==> config.mk <==
export PLATFORM = sky130hd
export DESIGN_NAME = sram_like_slave
export DESIGN_NICKNAME = d
export VERILOG_FILES = /design/src/rtl/sram_like_pkg.sv /design/src/rtl/sram_like_slave_req_fifo.sv /design/src/rtl/sram_like_slave.sv
export SDC_FILE = /design/constraint.sdc
export NUM_CORES = 1
export LEC_CHECK = 0
export CORE_MARGIN = 3
export CORE_UTILIZATION = 40
export CTS_BUF_LIST = sky130_fd_sc_hd__clkbuf_4
export DETAILED_ROUTE_END_ITERATION = 10
export PLACE_DENSITY = 0.74
export SYNTH_ARGS = -nofsm -noshare
export SYNTH_HDL_FRONTEND = slang
export SYNTH_SLANG_ARGS = --single-unit
==> constraint.sdc <==
create_clock -name aclk -period 3.7 [get_ports aclk]
set_input_delay 0.74 -clock aclk [delete_from_list [all_inputs] [get_ports aclk]]
set_output_delay 0.74 -clock aclk [all_outputs]
set_load 0.01 [all_outputs]
==> src/rtl/sram_like_pkg.sv <==
// Shared definitions for the SRAM-like slave: transfer size codes and the
// byte-lane strobe derived from size and the low address bits.
package sram_like_pkg;

  typedef enum logic [1:0] {
    SZ_BYTE     = 2'b00,
    SZ_HALF     = 2'b01,
    SZ_WORD     = 2'b10,
    SZ_WORD_ALT = 2'b11
  } size_e;

  // Wide enough for a wait count of LATENCY-2 with LATENCY up to 9.
  localparam int CNT_W = 3;

  // A half-word at offset 3 keeps only lane 3; word transfers ignore the offset.
  function automatic logic [3:0] byte_strobe(input logic [1:0] size, input logic [1:0] offs);
    logic [3:0] s;
    case (size_e'(size))
      SZ_BYTE: s = 4'b0001 << offs;
      SZ_HALF: s = 4'b0011 << offs;
      default: s = 4'b1111;
    endcase
    return s;
  endfunction

endpackage

==> src/rtl/sram_like_slave_req_fifo.sv <==
// Pending-request queue: each entry carries a wait counter that counts down
// every cycle wherever it sits, so the head is ready as soon as its count hits 0.
module req_fifo
  import sram_like_pkg::*;
#(
  parameter int DEPTH = 2,
  parameter int W     = 8
) (
  input  logic                       clk,
  input  logic                       rst_n,
  input  logic                       push_i,
  input  logic [W-1:0]               push_data_i,
  input  logic [CNT_W-1:0]           push_cnt_i,
  input  logic                       pop_i,
  output logic [W-1:0]               head_data_o,
  output logic                       head_ready_o,
  output logic [$clog2(DEPTH):0]     count_o
);

  localparam int PW = $clog2(DEPTH);
  localparam int CW = PW + 1;
  localparam logic [PW-1:0]    PTR_ONE = 1;
  localparam logic [CW-1:0]    CNT_ONE = 1;
  localparam logic [CNT_W-1:0] WAIT_ONE = 1;

  logic [W-1:0]     data_q [DEPTH];
  logic [CNT_W-1:0] wait_q [DEPTH];
  logic [PW-1:0]    rd_ptr_q, wr_ptr_q;
  logic [CW-1:0]    count_q;

  always_ff @(posedge clk or negedge rst_n) begin
    if (!rst_n) begin
      rd_ptr_q <= '0;
      wr_ptr_q <= '0;
      count_q  <= '0;
    end else begin
      if (push_i) wr_ptr_q <= wr_ptr_q + PTR_ONE;
      if (pop_i)  rd_ptr_q <= rd_ptr_q + PTR_ONE;
      case ({push_i, pop_i})
        2'b10:   count_q <= count_q + CNT_ONE;
        2'b01:   count_q <= count_q - CNT_ONE;
        default: count_q <= count_q;
      endcase
    end
  end

  // On a full push/pop the write slot equals the slot being popped, so the
  // push assignment below must win over the countdown.
  always_ff @(posedge clk) begin
    for (int i = 0; i < DEPTH; i++) begin
      if (wait_q[PW'(i)] != '0) wait_q[PW'(i)] <= wait_q[PW'(i)] - WAIT_ONE;
    end
    if (push_i) begin
      data_q[wr_ptr_q] <= push_data_i;
      wait_q[wr_ptr_q] <= push_cnt_i;
    end
  end

  assign head_data_o  = data_q[rd_ptr_q];
  assign head_ready_o = (count_q != '0) && (wait_q[rd_ptr_q] == '0);
  assign count_o      = count_q;

endmodule

==> src/rtl/sram_like_slave.sv <==
// SRAM-like slave: queues accepted requests, issues each to the SRAM after a
// fixed wait and returns a one-cycle data_ok the cycle after the access.
module sram_like_slave
  import sram_like_pkg::*;
#(
  parameter int MEM_AW  = 16,
  parameter int LATENCY = 2,
  parameter int DEPTH   = 2
) (
  input  logic              aclk,
  input  logic              aresetn,
  input  logic              req,
  input  logic              wr,
  input  logic [1:0]        size,
  input  logic [31:0]       addr,
  input  logic [31:0]       wdata,
  output logic [31:0]       rdata,
  output logic              addr_ok,
  output logic              data_ok,
  output logic              ram_en,
  output logic [3:0]        ram_wen,
  output logic [MEM_AW-1:0] ram_addr,
  output logic [31:0]       ram_wdata,
  input  logic [31:0]       ram_rdata
);

  localparam int W  = 1 + 4 + 32 + MEM_AW;
  localparam int CW = $clog2(DEPTH) + 1;
  localparam logic [CNT_W-1:0] INIT_WAIT = CNT_W'(LATENCY - 2);
  localparam logic [CW-1:0]    DEPTH_C   = CW'(DEPTH);

  logic [CW-1:0]     count;
  logic              issue;
  logic [W-1:0]      push_data;
  logic [W-1:0]      head;
  logic              h_wr;
  logic [3:0]        h_strb;
  logic [31:0]       h_wdata;
  logic [MEM_AW-1:0] h_addr;
  logic              data_ok_q;
  logic              rd_q;
  logic              unused_addr_hi;

  // Handshake: a request transfers in any cycle where req and addr_ok are both
  // high; the initiator holds its request until then. data_ok has no backpressure.
  assign addr_ok   = aresetn && req && ((count < DEPTH_C) || issue);
  assign push_data = {wr, byte_strobe(size, addr[1:0]), wdata, addr[MEM_AW+1:2]};

  req_fifo #(
    .DEPTH (DEPTH),
    .W     (W)
  ) u_req_fifo (
    .clk          (aclk),
    .rst_n        (aresetn),
    .push_i       (addr_ok),
    .push_data_i  (push_data),
    .push_cnt_i   (INIT_WAIT),
    .pop_i        (issue),
    .head_data_o  (head),
    .head_ready_o (issue),
    .count_o      (count)
  );

  assign {h_wr, h_strb, h_wdata, h_addr} = head;

  assign ram_en    = issue;
  assign ram_wen   = (issue && h_wr) ? h_strb : 4'b0000;
  assign ram_addr  = issue ? h_addr : '0;
  assign ram_wdata = issue ? h_wdata : '0;

  always_ff @(posedge aclk or negedge aresetn) begin
    if (!aresetn) begin
      data_ok_q <= 1'b0;
      rd_q      <= 1'b0;
    end else begin
      data_ok_q <= issue;
      rd_q      <= issue && !h_wr;
    end
  end

  // The SRAM answers one cycle after ram_en, which is exactly the data_ok cycle.
  assign data_ok = data_ok_q;
  assign rdata   = (data_ok_q && rd_q) ? ram_rdata : 32'h0;

  assign unused_addr_hi = ^addr[31:MEM_AW+2];

endmodule

==> metrics.md <==
| Metric | Value |
|---|---|
| Compound-cell area share of the yosys netlist | `2.32%` |
| Final hold vios | `0` |
| Largest family of logic cells by synthesized area | `multiplexers` |
| Die area | `13500 µm²` |
| Synthesis Warnings | `0` |
| WS Path Type | `register to output pin` |
| Seq cells post-synth | `118` |
| Final setup margin | `0.326 ns` |
| Synth Area in Adders | `1.29%` |
| CP top delay family | `buffers and inverters` |
| Inserted Clock Buffers | `17` |
| Final Max Tran Viols | `0` |
| Overall via count from detail_route | `3226` |
| CP endpoint kind | `output pin` |
| Mapped cell area | `4850 µm²` |
| Seq/Total Area, Yosys | `71.2%` |
| Final WL | `10800 µm` |
| Clk network pwr share | `17.1%` |
| Crit-path max FO | `19` |
| Worst hold path type | `primary input to asynchronous set/reset pin` |
| Number of synthesized flops with an enable pin | `106` |
| Slew HR | `55.4%` |
| Fill count | `908` |
| Reg2Reg Setup Slack | `1.56 ns` |
| Slew @ Worst Pin | `0.669 ns` |
| Synth Area in XOR/XNOR | `1.26%` |
| Post-synthesis mux area share | `11.0%` |
| Overall power | `4.84 mW` |
| Slowest stage cell on the critical path | `clkdlybuf4s50_1` |
| CTS tree | `yes` |
| Die W | `116 µm` |
| Max cap viols | `0` |
| Commonest non-fill, non-tap cells in the layout | `clkdlybuf4s50_1, edfxtp_1, nor2_1, mux2i_1, and3_1` |
| Setup WS pre-CTS | `0.377 ns` |
| Hold_buf cts | `0` |
| Fin crit share | `91.2%` |
| Worst Setup Start Kind | `register` |
| Initial Util | `41.8%` |
| Vias in the first global route | `3379` |
| Syn avg cell area | `14.8 µm²` |
| R2r worst-path depth | `7` |
| I/O Pins | `189` |
| CTS clk-pin slew, worst paths | `0.11 ns` |
| First-pass GRT wire length | `16700 µm` |
| Synth-to-layout area growth | `45.5%` |
| Post-layout util | `60.8%` |
| Critical path startpoint | `u_req_fifo.rd_ptr_q$_DFFE_PN0P_` |
| Switching Fraction | `34.4%` |
| Fin crit period | `3.37 ns` |
| Post-DRT Antenna Nets | `0` |
| DR iter-0 viols | `89` |
| Clock Sinks | `118` |
| Worst path bufs/invs | `2` |
| Worst-Skew Late Latency | `0.53 ns` |
| Crit path largest cell delay | `0.56 ns` |
| Port Buffers | `174` |
| CP arrival | `2.63 ns` |
| Row count | `39` |
| Cells after synthesis | `327` |
| Drt first pass iters | `4` |
| Main flop type after synthesis | `edfxtp_1` |
| Share of cells above drive strength 1 | `9.37%` |
| RSZ-0062 raised after global routing | `false` |
| Final Skew | `0.0228 ns` |
| Critical R2R Launch | `u_req_fifo.rd_ptr_q$_DFFE_PN0P_` |
| Setup TNS | `0 ns` |
| Multi-input logic area | `1300 µm²` |
| Seq pwr share | `36.9%` |
| Core area | `11600 µm²` |
| Internal | `3.17 mW` |
| Synth cell types | `32` |
| HPWL Detailed | `7600 µm` |
| Comb pwr share | `45.9%` |
| Sw Pwr | `1.66 mW` |
| Post-synthesis async set-or-reset flop share | `5.08%` |
| Fraction of the mapped netlist area in simple logic gates | `10.3%` |
| Antenna cell count | `0` |
| Residual DRC | `0` |
| Total congestion overflow | `0` |
| CTS max path bufs | `2` |
| Maximum level of the CTS H-tree | `4` |
| Nets | `617` |
| Status | `complete, no violations` |
| Critical Path RT | `2.96 ns` |
| Maximum clock frequency | `296 MHz` |
| Mapped Nets | `434` |
| Largest net degree at the start of global routing | `57` |
| Pleak | `2.70 nW` |
| Initial antenna violation count | `0` |
| Drt via density | `4.84` |
| Terminus of the critical flop-to-flop path | `u_req_fifo.count_o[1]$_DFFE_PN0P_` |
| Wirelength per Cell | `16.2 µm` |
| Register area | `3460 µm²` |
| Clock root cell | `clkbuf_4` |
| Final setup viols | `0` |
| CP Cell Sequence | `nor4b_4 > o22ai_4 > buf_4 > nor2_1 > clkdlybuf4s50_1` |
| Worst VDD drop | `400 µV` |
| Routability cong. | `0.740` |
| P per Cell Area | `685 nW/µm²` |
| Gr usage total | `16.5%` |
| Most common cell after layout, fill and taps aside | `clkdlybuf4s50_1` |
| Die H | `116 µm` |
==> power groups by stage <==
stage	sequential (mW)	clock (mW)	combinational [mW]
final	1.79	0.829	2.22
after global routing	1.82	0.921	2.41
after CTS	1.79	0.860	2.27
after detailed placement	1.86	0	2.19
after global placement	1.85	0	2.19
after floorplan	1.75	0	1.15
==> logic make-up after synthesis <==
logic type | after synthesis
compound gates | 15
fa+ha+maj | 5
mux | 53
simple gates | 101
buf+inv | 28
xor+xnor | 7
flops | 118
==> worst register-to-register path, delay by kind of cell (launching register included) <==
family | cells | cell delay (ns)
adder cells (fa/ha/maj) | 1 | 0.31
buffers and inverters | 2 | 0.43
AO/OA/AOI/OAI | 1 | 0.38
XOR/XNOR | 1 | 0.12
AND/OR/NAND/NOR | 2 | 0.31
flip-flops | 1 | 0.53
==> how the worst max path moves through the flow <==
stage | end | slack [ns] | depth (start not counted)
2_1_floorplan | u_req_fifo.data_q[1][0]$_DFFE_PP_ | 0.87 | 5
3_3_place_gp | ram_addr[6] | 0.40 | 5
3_5_place_dp | ram_addr[6] | 0.38 | 5
4_1_cts | ram_addr[6] | 0.23 | 5
5_1_grt | ram_wen[1] | 0.14 | 5
6_report | ram_addr[5] | 0.33 | 5
==> area by class of cell <==
class                      instances  area share [%]
clock buffer                      17            1.81
clock inverter                    15            1.86
inverter                          10           0.532
multi-input combinational        181            18.4
sequential                       118            49.0
tap                              143            2.53
timing repair buffer             182            25.9
==> repair_timing <==
item | CTS | global route
setup endpoints to repair | 40 | 0
resized for setup | 3 | 0
buffers inserted | 1 | 0
hold endpoints to repair | 0 | 0
==> synthesized netlist by cell type, types with 2 or more instances <==
master / number / area [µm²]
a21oi_1: 5 / 25.0
mux2i_1: 52 / 521
clkbuf_1: 6 / 22.5
nor2_1: 59 / 221
nand2b_1: 3 / 18.8
o21ai_0: 2 / 10.0
buf_2: 10 / 50.1
inv_1: 8 / 30.0
dfxtp_1: 6 / 120
ha_1: 5 / 62.6
o21bai_1: 2 / 15.0
edfxtp_1: 106 / 3180
dfrtp_1: 6 / 150
xnor2_1: 6 / 52.6
and3_1: 32 / 200
nor3b_1: 2 / 15.0
inv_2: 2 / 7.51
==> sequential cells by signal, summed over array words and instances (netlist names) <==
name                 flops
u_req_fifo.wait_q        6
u_req_fifo.data_q      106
data_ok                  1
u_req_fifo.rd_ptr_q      1
u_req_fifo.wr_ptr_q      1
u_req_fifo.count_o       2
rd_q                     1
==> metal layers <==
metal,track usage (%),up-vias,wire (µm)
met5,0,-,0
met4,7.12,0,189
met3,6.48,17,1040
met2,29.1,153,5430
met1,17.5,1488,4140
li1,-,1568,-
==> stage by stage <==
stage | instances | hold WS (ns) | instance area [µm²]
after global placement | 633 | 0.511 | 6770
after detailed placement | 633 | 0.517 | 6770
after floorplan | 327 | 0.444 | 4850
final | 666 | 0.470 | 7060
after CTS | 666 | 0.421 | 7060
after global routing | 666 | 0.429 | 7060
Note: power is estimated with default switching activity, not from simulation.
